## src/rtl/cpu_defs.sv

```systemverilog
// Shared CPU type definitions: register/data widths, load operation encoding
// and the memory-stage state encoding.
package cpu_defs;

  typedef logic [31:0] uint32_t;
  typedef logic [4:0]  reg_addr_t;

  typedef enum logic [2:0] {
    NONE = 3'd0,
    LB   = 3'd1,
    LBU  = 3'd2,
    LH   = 3'd3,
    LHU  = 3'd4,
    LW   = 3'd5,
    LWL  = 3'd6,
    LWR  = 3'd7
  } load_op_t;

  typedef enum logic [1:0] {
    S_EMPTY   = 2'd0,
    S_WAIT    = 2'd1,
    S_READY   = 2'd2,
    S_DISCARD = 2'd3
  } ms_state_t;

  localparam logic [3:0] WE_ALL  = 4'b1111;
  localparam logic [3:0] WE_NONE = 4'b0000;

endpackage

```

## src/rtl/load_align.sv

```systemverilog
// Combinational alignment of a data SRAM word into a register write value
// and per-byte write enable for byte, half, word and unaligned word loads.
module load_align
  import cpu_defs::*;
(
  input  load_op_t  op,
  input  logic [1:0] addr_lo,
  input  uint32_t   rdata,
  input  reg_addr_t dest,
  output uint32_t   result,
  output logic [3:0] rf_we
);

  uint32_t     byte_shift;
  logic [7:0]  sel_byte;
  logic [15:0] sel_half;

  // NOTE: every output of this block gets a default first, so no path through
  // the case statement can leave a value undriven and infer a latch.
  always_comb begin
    result     = '0;
    rf_we      = WE_NONE;
    byte_shift = rdata >> {addr_lo, 3'b000};
    sel_byte   = byte_shift[7:0];
    sel_half   = addr_lo[1] ? rdata[31:16] : rdata[15:0];

    unique case (op)
      LB:  begin result = {{24{sel_byte[7]}}, sel_byte};  rf_we = WE_ALL; end
      LBU: begin result = {24'b0, sel_byte};              rf_we = WE_ALL; end
      LH:  begin result = {{16{sel_half[15]}}, sel_half}; rf_we = WE_ALL; end
      LHU: begin result = {16'b0, sel_half};              rf_we = WE_ALL; end
      LW:  begin result = rdata;                          rf_we = WE_ALL; end
      // Unaligned halves: LWL fills from the MSB down, LWR from the LSB up.
      LWL: begin
        result = rdata << {~addr_lo, 3'b000};
        rf_we  = WE_ALL << ~addr_lo;
      end
      LWR: begin
        result = rdata >> {addr_lo, 3'b000};
        rf_we  = WE_ALL >> addr_lo;
      end
      default: ;
    endcase

    if (dest == '0) rf_we = WE_NONE;
  end

endmodule

```

## src/rtl/mem_load_unit.sv

```systemverilog
// Memory pipeline stage: holds one EX op, waits for the data SRAM response on
// loads, aligns it, and forwards the result to writeback.
module mem_load_unit
  import cpu_defs::*;
(
  input  logic       clk,
  input  logic       reset,
  input  logic       es_to_ms_valid,
  output logic       ms_allowin,
  input  load_op_t   es_load_op,
  input  logic [1:0] es_addr_lo,
  input  reg_addr_t  es_dest,
  input  uint32_t    es_result,
  input  logic       es_mfc0,
  input  uint32_t    es_pc,
  input  logic       data_ok,
  input  uint32_t    data_rdata,
  input  logic       ws_allowin,
  input  logic       flush,
  output logic       ms_to_ws_valid,
  output reg_addr_t  ms_dest,
  output uint32_t    ms_result,
  output logic [3:0] ms_rf_we,
  output logic       ms_mfc0,
  output logic       ms_data_pending,
  output uint32_t    ms_pc
);

  ms_state_t  state_q;
  load_op_t   op_q;
  logic [1:0] addr_lo_q;
  reg_addr_t  dest_q;
  uint32_t    result_q;
  logic [3:0] rf_we_q;
  logic       mfc0_q;
  uint32_t    pc_q;

  uint32_t    align_result;
  logic [3:0] align_rf_we;
  logic       accept;
  logic       es_is_load;

  load_align u_align (
    .op      (op_q),
    .addr_lo (addr_lo_q),
    .rdata   (data_rdata),
    .dest    (dest_q),
    .result  (align_result),
    .rf_we   (align_rf_we)
  );

  assign ms_allowin = (state_q == S_EMPTY) || ((state_q == S_READY) && ws_allowin);
  assign accept     = es_to_ms_valid && ms_allowin && !flush;
  assign es_is_load = (es_load_op != NONE);

  // NOTE: all state is updated with non-blocking assignments so every register
  // samples the pre-edge value of every other register.
  always_ff @(posedge clk or posedge reset) begin
    if (reset) begin
      state_q   <= S_EMPTY;
      op_q      <= NONE;
      addr_lo_q <= '0;
      dest_q    <= '0;
      result_q  <= '0;
      rf_we_q   <= WE_NONE;
      mfc0_q    <= 1'b0;
      pc_q      <= '0;
    end else begin
      unique case (state_q)
        S_EMPTY, S_READY: begin
          if (flush)                                 state_q <= S_EMPTY;
          else if (accept)                           state_q <= es_is_load ? S_WAIT : S_READY;
          else if (state_q == S_READY && ws_allowin) state_q <= S_EMPTY;
        end
        S_WAIT: begin
          // A response arriving with the flush is already consumed; nothing to discard.
          if (flush) state_q <= data_ok ? S_EMPTY : S_DISCARD;
          else if (data_ok) begin
            state_q  <= S_READY;
            result_q <= align_result;
            rf_we_q  <= align_rf_we;
          end
        end
        S_DISCARD: if (data_ok) state_q <= S_EMPTY;
        default: state_q <= S_EMPTY;
      endcase

      if (accept) begin
        op_q      <= es_load_op;
        addr_lo_q <= es_addr_lo;
        dest_q    <= es_dest;
        mfc0_q    <= es_mfc0;
        pc_q      <= es_pc;
        if (!es_is_load) begin
          result_q <= es_result;
          rf_we_q  <= (es_dest == '0) ? WE_NONE : WE_ALL;
        end
      end
    end
  end

  assign ms_to_ws_valid  = (state_q == S_READY) && !flush;
  assign ms_data_pending = (state_q == S_WAIT);
  assign ms_dest         = (state_q == S_WAIT || state_q == S_READY) ? dest_q : '0;
  assign ms_rf_we        = (state_q == S_READY) ? rf_we_q : WE_NONE;
  assign ms_result       = result_q;
  assign ms_mfc0         = mfc0_q;
  assign ms_pc           = pc_q;

endmodule

```

## config.mk

```make
export PLATFORM = sky130hd
export DESIGN_NAME = mem_load_unit
export DESIGN_NICKNAME = d
export VERILOG_FILES = /design/src/rtl/cpu_defs.sv /design/src/rtl/load_align.sv /design/src/rtl/mem_load_unit.sv
export SDC_FILE = /design/constraint.sdc
export NUM_CORES = 1
export LEC_CHECK = 0
export ABC_AREA = 1
export CORE_MARGIN = 5
export CORE_UTILIZATION = 45
export CTS_CLUSTER_DIAMETER = 80
export CTS_CLUSTER_SIZE = 8
export DETAILED_ROUTE_END_ITERATION = 16
export GPL_ROUTABILITY_DRIVEN = 0
export PLACE_DENSITY = 0.79
export SLEW_MARGIN = 15
export SYNTH_ARGS = -nofsm -noshare
export SYNTH_HDL_FRONTEND = slang
export SYNTH_HIERARCHICAL = 1
export SYNTH_SLANG_ARGS = --single-unit
```

## constraint.sdc

```tcl
create_clock -name clk -period 4 [get_ports clk]
set_clock_uncertainty 0.15 [all_clocks]
set_input_delay 1 -clock clk [delete_from_list [all_inputs] [get_ports clk]]
set_output_delay 1 -clock clk [all_outputs]
set_load 0.005 [all_outputs]
```

==> summary.txt <==
Place
  • DP HPWL: 13,100 um
  • IO buf count: 189
  • Dpl cell area: 0.00762 mm2

Clock tree
  • Post-CTS repair timing setup buffer count: 0
  • H-tree lvl count: 3
  • CTS tree: built
  • Clock sinks: 81
  • CTS Buf Count: 9
  • Root buffer cell: clkbuf_16
  • Register clock-pin slew on the reported worst setup and hold paths: 0.06 ns
  • Hold buffers post-CTS: 0
  • Deepest clock path buffer count: 2
  • Post-cts sizing count: 0
  • Skew-Pair Late Insertion Delay: 0.35 ns

Global route
  • Largest net degree at the start of global routing: 82
  • Total gr overflow: 0
  • Grt met3 use: 0.0631
  • Met1 Usage GRT: 0.299
  • Vias in the first global route: 5,890
  • Met2 GRT Util: 0.391
  • Busiest grt layer: met2
  • GRT Total Usage: 0.239
  • Antenna violations before repair: 0
  • First-pass GRT wire length: 28,700 um

Synthesis
  • Syn Area/Cell: 6.26 um2
  • Post-Syn Nets: 1,035
  • Number of flops mapped to enable cells by yosys: 0
  • Ys flop type: dfrtp_1
  • Post-Synth XOR/XNOR Area: 0
  • Adder-cell share of the synthesized area: 0.00871
  • Post-synth ARST share: 1.00
  • Synthesized flop and latch total: 81
  • Largest family of logic cells by synthesized area: simple AND/OR/NAND/NOR gates
  • Synth Area in Compound Gates: 0.0854
  • Syn. warnings: 6
  • Netlist cell types: 27
  • Post-synthesis sequential area ratio: 0.353
  • Post-Syn Instances: 918
  • Post-synthesis mux area share: 0
  • Simple-gate portion of the synthesized area: 0.436
  • Mapped Area: 0.00574 mm2

Die
  • Die height: 123 um
  • Core area: 0.0126 mm2
  • Ports: 190
  • DIE WIDTH: 123 um
  • Die area: 0.0151 mm2
  • Core Rows: 41
  • Initial Util: 0.457

Timing
  • Crit path time final: 3.33 ns
  • Achievable Freq: 301 MHz
  • Tightest Pin Transition: 0.763 ns
  • Fin Setup TNS: 0 ns
  • Setup violations, final: 0
  • Tcrit/Tclk final: 0.832
  • Hold slack: 0.319 ns
  • Max-slew headroom at the worst pin: 0.490
  • RSZ-0062 raised after global routing: false
  • Fin. Hold Viols: 0
  • Final Max Slew Viols: 0

Power and ir drop
  • Cell Pwr Density: 658 mW/mm2
  • Total power: 5.20 mW
  • Leak Pwr: 4.15 nW
  • Worst vdd ir: 0.000318 V

Detailed routing
  • DRT iter0 DRCs: 404
  • Wire per inst: 14.7 um
  • Drt pass-1 iters: 5
  • Via count: 6,321
  • Post-route DRC: 0
  • DRT antenna net count: 0
  • Final Routed Wirelength: 18,400 um
  • Vias per inst: 5.04

Critical path
  • Critical Path AT: 2.18 ns
  • CP delay by family, top: buffers and inverters
  • Sequence of cells on the critical path: clkdlybuf4s50_1 > nor2_1 > clkdlybuf4s50_1
  • Buf/Inv on CP: 2
  • CP dominant cell by count: clkdlybuf4s50_1
  • Max stage delay on crit path: 0.52 ns
  • Worst path slowest cell: clkdlybuf4s50_1
  • Critical path required time: 2.85 ns
  • Crit end category: primary output
  • Setup CP Type: primary input to primary output
  • CP Launch Type: primary input
  • Crit path max fanout: 5

Cells and area
  • Layout cell share with drive strength beyond 1: 0.0407
  • Most frequent cells in the layout: nand2_1, clkdlybuf4s50_1, inv_1, nand3_1, dfrtp_1
  • Most common cell after layout, fill and taps aside: nand2_1
  • Diodes inserted: 0
  • Layout Nets: 1,194
  • Finished Cell Area: 0.00791 mm2
  • Fill cells: 1,209
  • P&R area growth vs syn: 37.7%

Min path
  • Worst min path class: flop to flop

Flow run
  • # Max-Cap Violations: 0

Outcome
  • Status: finished, final reports clean
-- flip-flops by register name, summed over array words and instances (netlist names) --
signal	flops
ms_pc	32
ms_result	32
dest_q	5
rf_we_q	4
op_q	3
addr_lo_q	2
state_q	2
ms_mfc0	1
-- metal layers --
layer | up-vias | part of all wire
li1 | 3185 | -
met1 | 2809 | 0.41
met2 | 292 | 0.45
met3 | 35 | 0.11
met4 | 0 | 0.028
met5 | - | 0
-- logic make-up after synthesis --
kind of cell / Yosys count
AO/OA/AOI/OAI: 77
adder cells (fa/ha/maj): 4
buffers and inverters: 144
flip-flops: 81
AND/OR/NAND/NOR: 612
-- metrics by stage --
stage               setup slack [ns]  instances   util
CTS                            0.668       1254  0.629
floorplan                      0.770        918      -
detailed placement             0.681       1238  0.607
global route                   0.623       1254  0.629
finish                         0.673       1254  0.629
global placement               0.685       1238  0.607
-- final cells by class --
cell class | count | area [um2] | area share
Clock buffer | 11 | 243 | 0.0307
Clock inverter | 5 | 40.0 | 0.00506
Inverter | 96 | 363 | 0.0459
Multi-Input combinational cell | 693 | 3050 | 0.386
Sequential cell | 81 | 2030 | 0.256
Tap cell | 172 | 215 | 0.0272
Timing Repair Buffer | 196 | 1970 | 0.249
-- Yosys cell counts (all sizes together) (4+ instances only) --
master / n / area [um2]
a21oi: 15 / 75.1
nor2: 75 / 307
inv: 95 / 357
o21ai: 20 / 100
nand4: 8 / 50.1
buf: 43 / 282
clkbuf: 5 / 28.8
dfrtp: 81 / 2030
nand2: 438 / 1660
ha: 4 / 50.1
o211ai: 42 / 315
nand3: 86 / 440
-- path summary, 6_finish.rpt --
| kind | startpoint | endpoint | slack, ns | cells past startpoint |
|---|---|---|---|---|
| max | flush | ms_to_ws_valid | 0.67 | 3 |
| min | ms_pc[21]$_DFFE_PP0N_ | ms_pc[21]$_DFFE_PP0N_ | 0.32 | 2 |
| max reg2reg | state_q[0]$_DFFE_PP0P_ | rf_we_q[3]$_DFF_PP0_ | 1.32 | 10 |
| min reg2reg | ms_pc[21]$_DFFE_PP0N_ | ms_pc[21]$_DFFE_PP0N_ | 0.32 | 2 |
| max in group asynchronous | reset | addr_lo_q[1]$_DFFE_PP0N_ | 2.46 | 3 |
| min in group asynchronous | reset | ms_result[24]$_DFF_PP0_ | 0.90 | 3 |
-- worst min-delay path, stage by stage, from the launching register on --
cell and delay (ns):
dfrtp_1 0.34, nand2_1 0.05, nand2_1 0.05
-- where the power goes --
part           total [mW]  switching, mW  internal [mW]  leakage (nW)
combinational        2.92           1.59           1.33          3.05
clock               0.811          0.369          0.443         0.134
sequential           1.47          0.267           1.21         0.973
Power figures use the tool's default switching activity.
